File: src/rtl/reg_file_pkg.sv
`default_nettype none
// ============================================================================
//  Module      : reg_file_pkg
//  Description : Shared configuration for the rename-aware register file:
//                ROB index width, ROB depth, register count and data width.
//  Revision    : 1.0  initial release
// ============================================================================
package reg_file_pkg;

    localparam int ROB_LOG_DEFAULT = 4;
    localparam int ROB_SIZE        = 1 << ROB_LOG_DEFAULT;
    localparam int NUM_REGS        = 32;
    localparam int REG_IDX_W       = 5;
    localparam int XLEN            = 32;

endpackage : reg_file_pkg
`default_nettype wire

File: src/rtl/reg_file.sv
`default_nettype none
// ============================================================================
//  Module      : reg_file
//  Description : Architectural register file with per-register rename tags.
//                Tracks which ROB entry will produce each register, serves
//                two combinational operand queries with commit bypass, and
//                drops all rename tags on a flush.
//  Revision    : 1.0  initial release
// ============================================================================
module reg_file
    import reg_file_pkg::*;
#(
    parameter int ROB_LOG = ROB_LOG_DEFAULT
) (
    input  logic                 clk,
    input  logic                 rst,
    input  logic                 rdy,
    input  logic                 flush,
    input  logic                 commit_enable,
    input  logic [REG_IDX_W-1:0] commit_index,
    input  logic [ROB_LOG-1:0]   commit_rob_id,
    input  logic [XLEN-1:0]      commit_value,
    input  logic                 issue_valid,
    input  logic [REG_IDX_W-1:0] issue_dest,
    input  logic [ROB_LOG-1:0]   issue_rob_id,
    input  logic [REG_IDX_W-1:0] query_rs1,
    input  logic [REG_IDX_W-1:0] query_rs2,
    output logic [XLEN-1:0]      rs1_value,
    output logic [XLEN-1:0]      rs2_value,
    output logic                 rs1_busy,
    output logic                 rs2_busy,
    output logic [ROB_LOG-1:0]   rs1_rob_id,
    output logic [ROB_LOG-1:0]   rs2_rob_id
);

    logic [XLEN-1:0]     regs_q [NUM_REGS];
    logic [XLEN-1:0]     regs_d [NUM_REGS];
    logic [NUM_REGS-1:0] busy_q;
    logic [NUM_REGS-1:0] busy_d;
    logic [ROB_LOG-1:0]  tag_q  [NUM_REGS];
    logic [ROB_LOG-1:0]  tag_d  [NUM_REGS];

    logic w_commit_go;
    logic w_issue_go;

    // Commit writes even during a flush; issue is dropped by a flush because
    // the renamed instruction is on the squashed path.
    assign w_commit_go = rdy && commit_enable && (commit_index != '0);
    assign w_issue_go  = rdy && issue_valid && (issue_dest != '0) && !flush;

    // Next-state: reset, then flush, then commit, then issue (issue wins on
    // a same-register collision because it is applied last).
    always_comb begin
        regs_d = regs_q;
        busy_d = busy_q;
        tag_d  = tag_q;
        if (rst) begin
            for (int i = 0; i < NUM_REGS; i++) begin
                regs_d[i] = '0;
                tag_d[i]  = '0;
            end
            busy_d = '0;
        end else begin
            if (flush) begin
                busy_d = '0;
            end
            if (w_commit_go) begin
                regs_d[commit_index] = commit_value;
                if (!flush && busy_q[commit_index] &&
                    (tag_q[commit_index] == commit_rob_id)) begin
                    busy_d[commit_index] = 1'b0;
                end
            end
            if (w_issue_go) begin
                busy_d[issue_dest] = 1'b1;
                tag_d[issue_dest]  = issue_rob_id;
            end
        end
    end

    // State registers.
    always_ff @(posedge clk) begin
        regs_q <= regs_d;
        busy_q <= busy_d;
        tag_q  <= tag_d;
    end

    // Operand read: returns {busy, rob_id, value}. x0 is hard-wired to zero;
    // a commit resolving the pending tag this cycle is forwarded directly.
    function automatic logic [XLEN+ROB_LOG:0] read_operand(
        input logic [REG_IDX_W-1:0] rs
    );
        logic              f_busy;
        logic [ROB_LOG-1:0] f_rob;
        logic [XLEN-1:0]   f_val;
        f_busy = 1'b0;
        f_rob  = '0;
        f_val  = regs_q[rs];
        if (rs == '0) begin
            f_val = '0;
        end else if (busy_q[rs]) begin
            if (commit_enable && (commit_index == rs) &&
                (tag_q[rs] == commit_rob_id)) begin
                f_val = commit_value;
            end else begin
                f_busy = 1'b1;
                f_rob  = tag_q[rs];
            end
        end
        return {f_busy, f_rob, f_val};
    endfunction

    // Two independent query ports using the same read function.
    always_comb begin
        {rs1_busy, rs1_rob_id, rs1_value} = read_operand(query_rs1);
        {rs2_busy, rs2_rob_id, rs2_value} = read_operand(query_rs2);
    end

endmodule : reg_file
`default_nettype wire

File: config.mk
export PLATFORM = sky130hd
export DESIGN_NAME = reg_file
export DESIGN_NICKNAME = d
export VERILOG_FILES = /design/src/rtl/reg_file_pkg.sv /design/src/rtl/reg_file.sv
export SDC_FILE = /design/constraint.sdc
export NUM_CORES = 2
export LEC_CHECK = 0
export ABC_AREA = 1
export BUFFER_PORTS_ARGS = -buffer_cell sky130_fd_sc_hd__buf_2
export CAP_MARGIN = 10
export CELL_PAD_IN_SITES_DETAIL_PLACEMENT = 1
export CELL_PAD_IN_SITES_GLOBAL_PLACEMENT = 1
export CORE_AREA = 3 3 323 453
export CTS_CLUSTER_SIZE = 20
export DETAILED_ROUTE_END_ITERATION = 8
export DIE_AREA = 0 0 326 456
export GPL_ROUTABILITY_DRIVEN = 0
export PLACE_DENSITY_LB_ADDON = 0.1
export REMOVE_ABC_BUFFERS = 1
export SLEW_MARGIN = 20
export SYNTH_ARGS = -nofsm -noshare
export SYNTH_HDL_FRONTEND = slang
export SYNTH_SLANG_ARGS = --single-unit
File: constraint.sdc
create_clock -name clk -period 2.9 [get_ports clk]
set_clock_uncertainty 0.05 [all_clocks]
set_input_delay 0.29 -clock clk [delete_from_list [all_inputs] [get_ports clk]]
set_output_delay 0.29 -clock clk [all_outputs]
set_load 0.03 [all_outputs]
Yosys cells after proc, flatten, opt, wreduce, memory -nomap -nowiden
Cells that the tools add are included.

Eq/ne operators: 5. Bitwise operators: 7. Shift operators: 0. Divide/modulo/power cells: 0. Mux-type cells: 55. Add/subtract/negate cells: 0. Magnitude comparators: 12. $mul: 0. Reduce and logical (&&, ||, !) cells: 20.

Operator list (count): $bwmux 1024 (1); $mux 32 (17); $bmux 32 s5 (2); $demux 32 s5 (1); $bwmux 128 (1); $bmux 4 s5 (3); $mux 4 (13); $and 32x32->32 (1); $not 32->32 (1); $or 32x32->32 (1); $ge 6x6->1 const B (4); $lt 5x6->1 const B (4); $not 5->6 (4); $demux 4 s5 (1); $bmux 1 s5 (3); $logic_and 1x1->1 (15); $eq 4x4->1 (3); $lt 6x1->1 const B (2); $mux 1 (11); $demux 1 s5 (2); $eq 5x5->1 (2); $ge 5x1->1 const B (2); $logic_not 5->1 (2); $reduce_bool 5->1 (2); $logic_not 1->1 (1).

Register bits: 1184. Memories kept: 0. Bits in latches: 0. Bits in read-only memories: 0. Bits of input ports: 66. Memory bits (writable): 0.

Depth between registers and ports, before layout
Word-level depth: 11. Depth in mapped cells: 19. Mapped depth without buffers: 16.

Worst setup path after synthesis
Ideal clock, no wire load.

Path type: input-to-output. Start: input port query_rs1[1]. End: output port rs1_rob_id[0]. Data required time: 2.560 ns. Path buffers: 4. Arrival: 2.546 ns. Stages on the path: 16. Slack: 0.014 ns. Cell sequence: buf_4 > inv_2 > buf_6 > buf_4 > a21oi_1 > o21ai_1 > nand3_1 > nand3_1 > nand2_1 > nand2_1 > o21a_1 > buf_2 > nand2_1 > nor2_1 > inv_1 > nor2_1.

Longest elaborated chain between the ends: 9. Elaborated cells between the ends (all ways): 14.

RTL lines: start: declaration (RTL line reg_file.sv:26) `input logic [REG_IDX_W-1:0] query_rs1,`; $not 5->6 (not written as such) (RTL line reg_file.sv:103, reg_file.sv:107); $bmux 4 s5 (RTL line reg_file.sv:103, reg_file.sv:107); $mux 4 (not written as such) (2 in a row) (RTL line reg_file.sv:103, reg_file.sv:107); $eq 4x4->1 (RTL line reg_file.sv:103) `(tag_q[rs] == commit_rob_id)) begin`; $logic_and 1x1->1 (RTL line reg_file.sv:102) `if (commit_enable && (commit_index == rs) &&`; $mux 4 (RTL line reg_file.sv:102); $mux 4 (RTL line reg_file.sv:101) `end else if (busy_q[rs]) begin`; $mux 4 * (RTL line reg_file.sv:99) `if (rs == '0) begin`; end: declaration (RTL line reg_file.sv:32) `output logic [ROB_LOG-1:0] rs1_rob_id,`.

Mark *: on every way between the ends. The rest lies on a longest branch, timed or not. The select of a mux whose other input is x is not followed.

Worst setup path after layout
Start: register tag_q[66] in the netlist's numbering. End: output port rs1_value[18].

Longest elaborated chain between the ends: 8.

RTL lines: start: declaration (RTL line reg_file.sv:40) `logic [ROB_LOG-1:0] tag_q [NUM_REGS];`; start signal: assignment (RTL line reg_file.sv:85) `tag_q <= tag_d;`; $bmux 4 s5 (RTL line reg_file.sv:103); $mux 4 (not written as such) (2 in a row) (RTL line reg_file.sv:103); $eq 4x4->1 (RTL line reg_file.sv:103); $logic_and 1x1->1 (RTL line reg_file.sv:102); $mux 32 (RTL line reg_file.sv:102); $mux 32 (RTL line reg_file.sv:101); $mux 32 (RTL line reg_file.sv:99); end: declaration (RTL line reg_file.sv:28) `output logic [XLEN-1:0] rs1_value,`.

No other way between the ends. The select of a mux whose other input is x is not followed.

==> parameters.txt <==
Parameter                              Value

Drt
  Number of search-and-repair iterations in the first detailed-routing pass    6
  Routed WL per cell    approximately 28 µm
  Routed wire length    329000 µm
  Residual antenna-violating net count after detailed routing    0
  Average via count per standard cell    6.52
  Overall via count from detail_route    around 77000
  Number of DRC violations after detailed routing    0
  DR iter-0 viols    7498

Pwr
  Leakage    0.0280 µW
  Power per cell area    roughly 520 mW/mm²
  Worst supply voltage drop on vdd    around 460 µV

Critical path
  Crit path arrival time    3.32 ns
  Crit-path max FO    6
  Crit path capture type    primary output
  Most frequent CP cell    sky130_fd_sc_hd__nand2_2
  CP Data Required Time    2.56 ns
  R2r worst-path depth    14
  Crit path cell chain    buf_4 > nand2_1 > nand3_1 > nand3_2 > nand2_2 > nand2_2 > nand3_4 > nand3_1 > nand2_2 > nand3_4 > buf_6 > nor2_4 > buf_12 > buf_12 > nand3_2 > nand2_1 > nor2_1 > buf_4 > buf_6
  Worst Setup Start Kind    flip-flop
  Crit-path slowest cell    sky130_fd_sc_hd__dfxtp_2
  Internal reg-to-reg setup slack    -0.22 ns
  Startpoint-to-endpoint class of the critical path    reg -> out
  CP peak stage delay    0.34 ns

Global routing
  Overall fraction of global-route tracks in use    approximately two fifths
  Pin count of the biggest net entering global routing    114
  Number of antenna violations at the first check in global routing    6
  Wire length of the first global-routing pass    483000 µm
  Vias in the first global route    approximately 78000
  Remaining global-route overflow    0

STA
  Measured slew at the worst slew-check pin    1.30 ns
  Final hold violation count    0
  Worst slew margin relative to its limit    13.4%
  Number of max-slew violations in the final report    0
  Worst setup slack after layout    -0.765 ns
  Minimum clock period    3.66 ns
  Worst hold margin    0.0934 ns
  Setup tns final    -49.69 ns
  Final cycle utilization of the critical path    126%
  Setup Viol. Count Final    105
  RSZ-0062 raised after global routing    true
  F_max    roughly 270 MHz

Min path
  Type of the worst min-delay path    in -> reg
  Hold Path Stages    6

Synth
  Synth warnings    0
  Number of distinct library cells after synthesis    45
  Async SR Flop Fraction    0%
  Number of synthesized register bits    1184
  Cell count after synthesis    9841
  Post-synth top flop    sky130_fd_sc_hd__dfxtp_1
  Synth Area per Inst    between 6 and 7 µm²
  Syn Std Cell Area    0.0655 mm²
  Number of flops mapped to enable cells by yosys    0
  Sequential cell area fraction in the yosys report    between 30% and 40%

Final layout
  # nets final    9810
  Final instance count without filler cells    11800
  Layout overhead on the synthesized area    20.2%
  Commonest cells after routing, fill and taps aside    sky130_fd_sc_hd__nand2_1 (1656), sky130_fd_sc_hd__nor2_1 (1280), sky130_fd_sc_hd__a21oi_1 (1202)
  Most common library cell in the layout ignoring fill and taps    sky130_fd_sc_hd__nand2_1
  Design Area, Final    0.0787 mm²
  Ratio of cells with drive above 1 in the final layout    14.5%

Clock network
  CTS sink cnt    1184
  CTS H-Tree Depth    4
  Reg clk slew, reported paths    0.07 ns
  Cts bufs inserted    between 100 and 150
  Deepest clock path buffer count    3
  CTS Root Cell    sky130_fd_sc_hd__clkbuf_16
  Worst skew pair latency    roughly 0.80 ns
  Clock tree from TritonCTS    yes

Die
  Die Y-Extent    roughly 460 µm
  Die outline width    326 µm
  Placeable core region    0.143 mm²
  Top Ports    140
  Area of the die    ~0.15 mm²
  Floorplan row count    about 160
  Initial standard-cell utilization of the core    45.9%

Place
  Port Buffer Count    139
  Instance area at placement    0.0709 mm²
  Half-perimeter wire length after placement    201000 µm
  Number of instances in the placed design    11400

Outcome
  Status    finished, violations left
  Violations in the final reports    setup timing

Run
  Maxcap violations    0
-- cell usage after synthesis, types with 3 or more instances --
| library cell | count | area share [%] |
|---|---|---|
| sky130_fd_sc_hd__clkbuf_1 | 532 | 3.0 |
| sky130_fd_sc_hd__nor2_2 | 7 | 0.067 |
| sky130_fd_sc_hd__clkinv_1 | 15 | 0.086 |
| sky130_fd_sc_hd__o21a_1 | 6 | 0.069 |
| sky130_fd_sc_hd__nand2_1 | 1781 | 10 |
| sky130_fd_sc_hd__inv_2 | 26 | 0.15 |
| sky130_fd_sc_hd__buf_2 | 314 | 2.4 |
| sky130_fd_sc_hd__a221o_1 | 27 | 0.41 |
| sky130_fd_sc_hd__nor3_1 | 12 | 0.092 |
| sky130_fd_sc_hd__a221oi_1 | 72 | 0.96 |
| sky130_fd_sc_hd__nand3_2 | 3 | 0.046 |
| sky130_fd_sc_hd__a211oi_1 | 1058 | 12 |
| sky130_fd_sc_hd__dfxtp_1 | 1184 | 36 |
| sky130_fd_sc_hd__inv_1 | 496 | 2.8 |
| sky130_fd_sc_hd__nor3_2 | 5 | 0.076 |
| sky130_fd_sc_hd__or2_0 | 3 | 0.029 |
| sky130_fd_sc_hd__o22ai_1 | 34 | 0.32 |
| sky130_fd_sc_hd__nand2_2 | 3 | 0.029 |
| sky130_fd_sc_hd__o211ai_1 | 7 | 0.080 |
| sky130_fd_sc_hd__o21ai_1 | 80 | 0.61 |
| sky130_fd_sc_hd__nand3_1 | 578 | 4.4 |
| sky130_fd_sc_hd__o21ai_0 | 625 | 4.8 |
| sky130_fd_sc_hd__buf_1 | 114 | 0.65 |
| sky130_fd_sc_hd__nor2_1 | 1413 | 8.1 |
| sky130_fd_sc_hd__nand4_1 | 21 | 0.20 |
| sky130_fd_sc_hd__a31oi_1 | 3 | 0.029 |
| sky130_fd_sc_hd__buf_6 | 13 | 0.22 |
| sky130_fd_sc_hd__o21bai_1 | 43 | 0.49 |
| sky130_fd_sc_hd__buf_4 | 26 | 0.30 |
| sky130_fd_sc_hd__or2_2 | 11 | 0.11 |
| sky130_fd_sc_hd__o221ai_1 | 16 | 0.21 |
| sky130_fd_sc_hd__a32oi_1 | 37 | 0.49 |
| sky130_fd_sc_hd__o31ai_1 | 58 | 0.66 |
| sky130_fd_sc_hd__a21oi_1 | 1204 | 9.2 |
-- timing repair --
item / 4_1_cts / 5_1_grt
pin swaps: 65 / 106
hold buffers: 42 / 0
resized for setup: 419 / 300
endpoints found under the setup margin: 74 / 74
gates cloned: 3 / 2
buffers inserted: 28 / 24
hold endpoints to repair: 311 / 0
-- final cells by class --
cell class | count | area, µm²
Fill cell | 18100 | 63900
Multi-Input combinational cell | 7118 | 37100
Sequential cell | 1184 | 23900
Timing Repair Buffer | 769 | 8670
Clock buffer | 207 | 4100
Tap cell | 1909 | 2390
Inverter | 539 | 2100
Clock inverter | 27 | 453
Antenna cell | 6 | 15.0
-- metal layers --
layer	part of all wire (%)	GRT usage, %
met2	45	67.0
met1	37	48.8
met3	8.6	7.83
met4	9.2	34.2
met5	0.0040	0
-- logic make-up after synthesis --
group / synth area share (%)
AOI/OAI and AO/OA: 30.5
buffers and inverters: 9.75
DFF: 36.2
and+or+nand+nor: 23.6
-- per-stage QoR --
step / setup slack, ns / total power (µW) / utilization [%]
3_3_place_gp: -0.431 / 22100 / 49.7
4_1_cts: -0.544 / 40300 / 54.3
3_5_place_dp: -0.432 / 22200 / 49.7
5_1_grt: -0.848 / 41700 / 55.2
6_report: -0.765 / 40700 / 55.2
2_1_floorplan: -2.25 / 19100 / -
-- final timing paths --
| kind | end | start |
|---|---|---|
| max | rs1_value[18] | tag_q[66] |
| min | tag_q[114] | issue_dest[0] |
| max reg2reg | busy_q[27] | tag_q[38] |
| min reg2reg | regs_q[1007] | regs_q[1007] |
-- flip-flops by register name, summed over array words and instances, names as in the netlist --
| name | count |
|---|---|
| regs_q | 1024 |
| tag_q | 128 |
| busy_q | 32 |
-- where the power goes --
group	internal (µW)	total, µW	switching (µW)
registers	16300	16400	77.8
logic	1860	6110	4250
clock network	10700	18100	7410
-- worst max-delay path, delay by kind of cell (launching register included) --
family / cells / cell delay, ns
flip-flops: 1 / 0.34
AND/OR/NAND/NOR: 13 / 1.31
buffers and inverters: 6 / 0.85
Note: power is estimated with default switching activity, not from simulation.
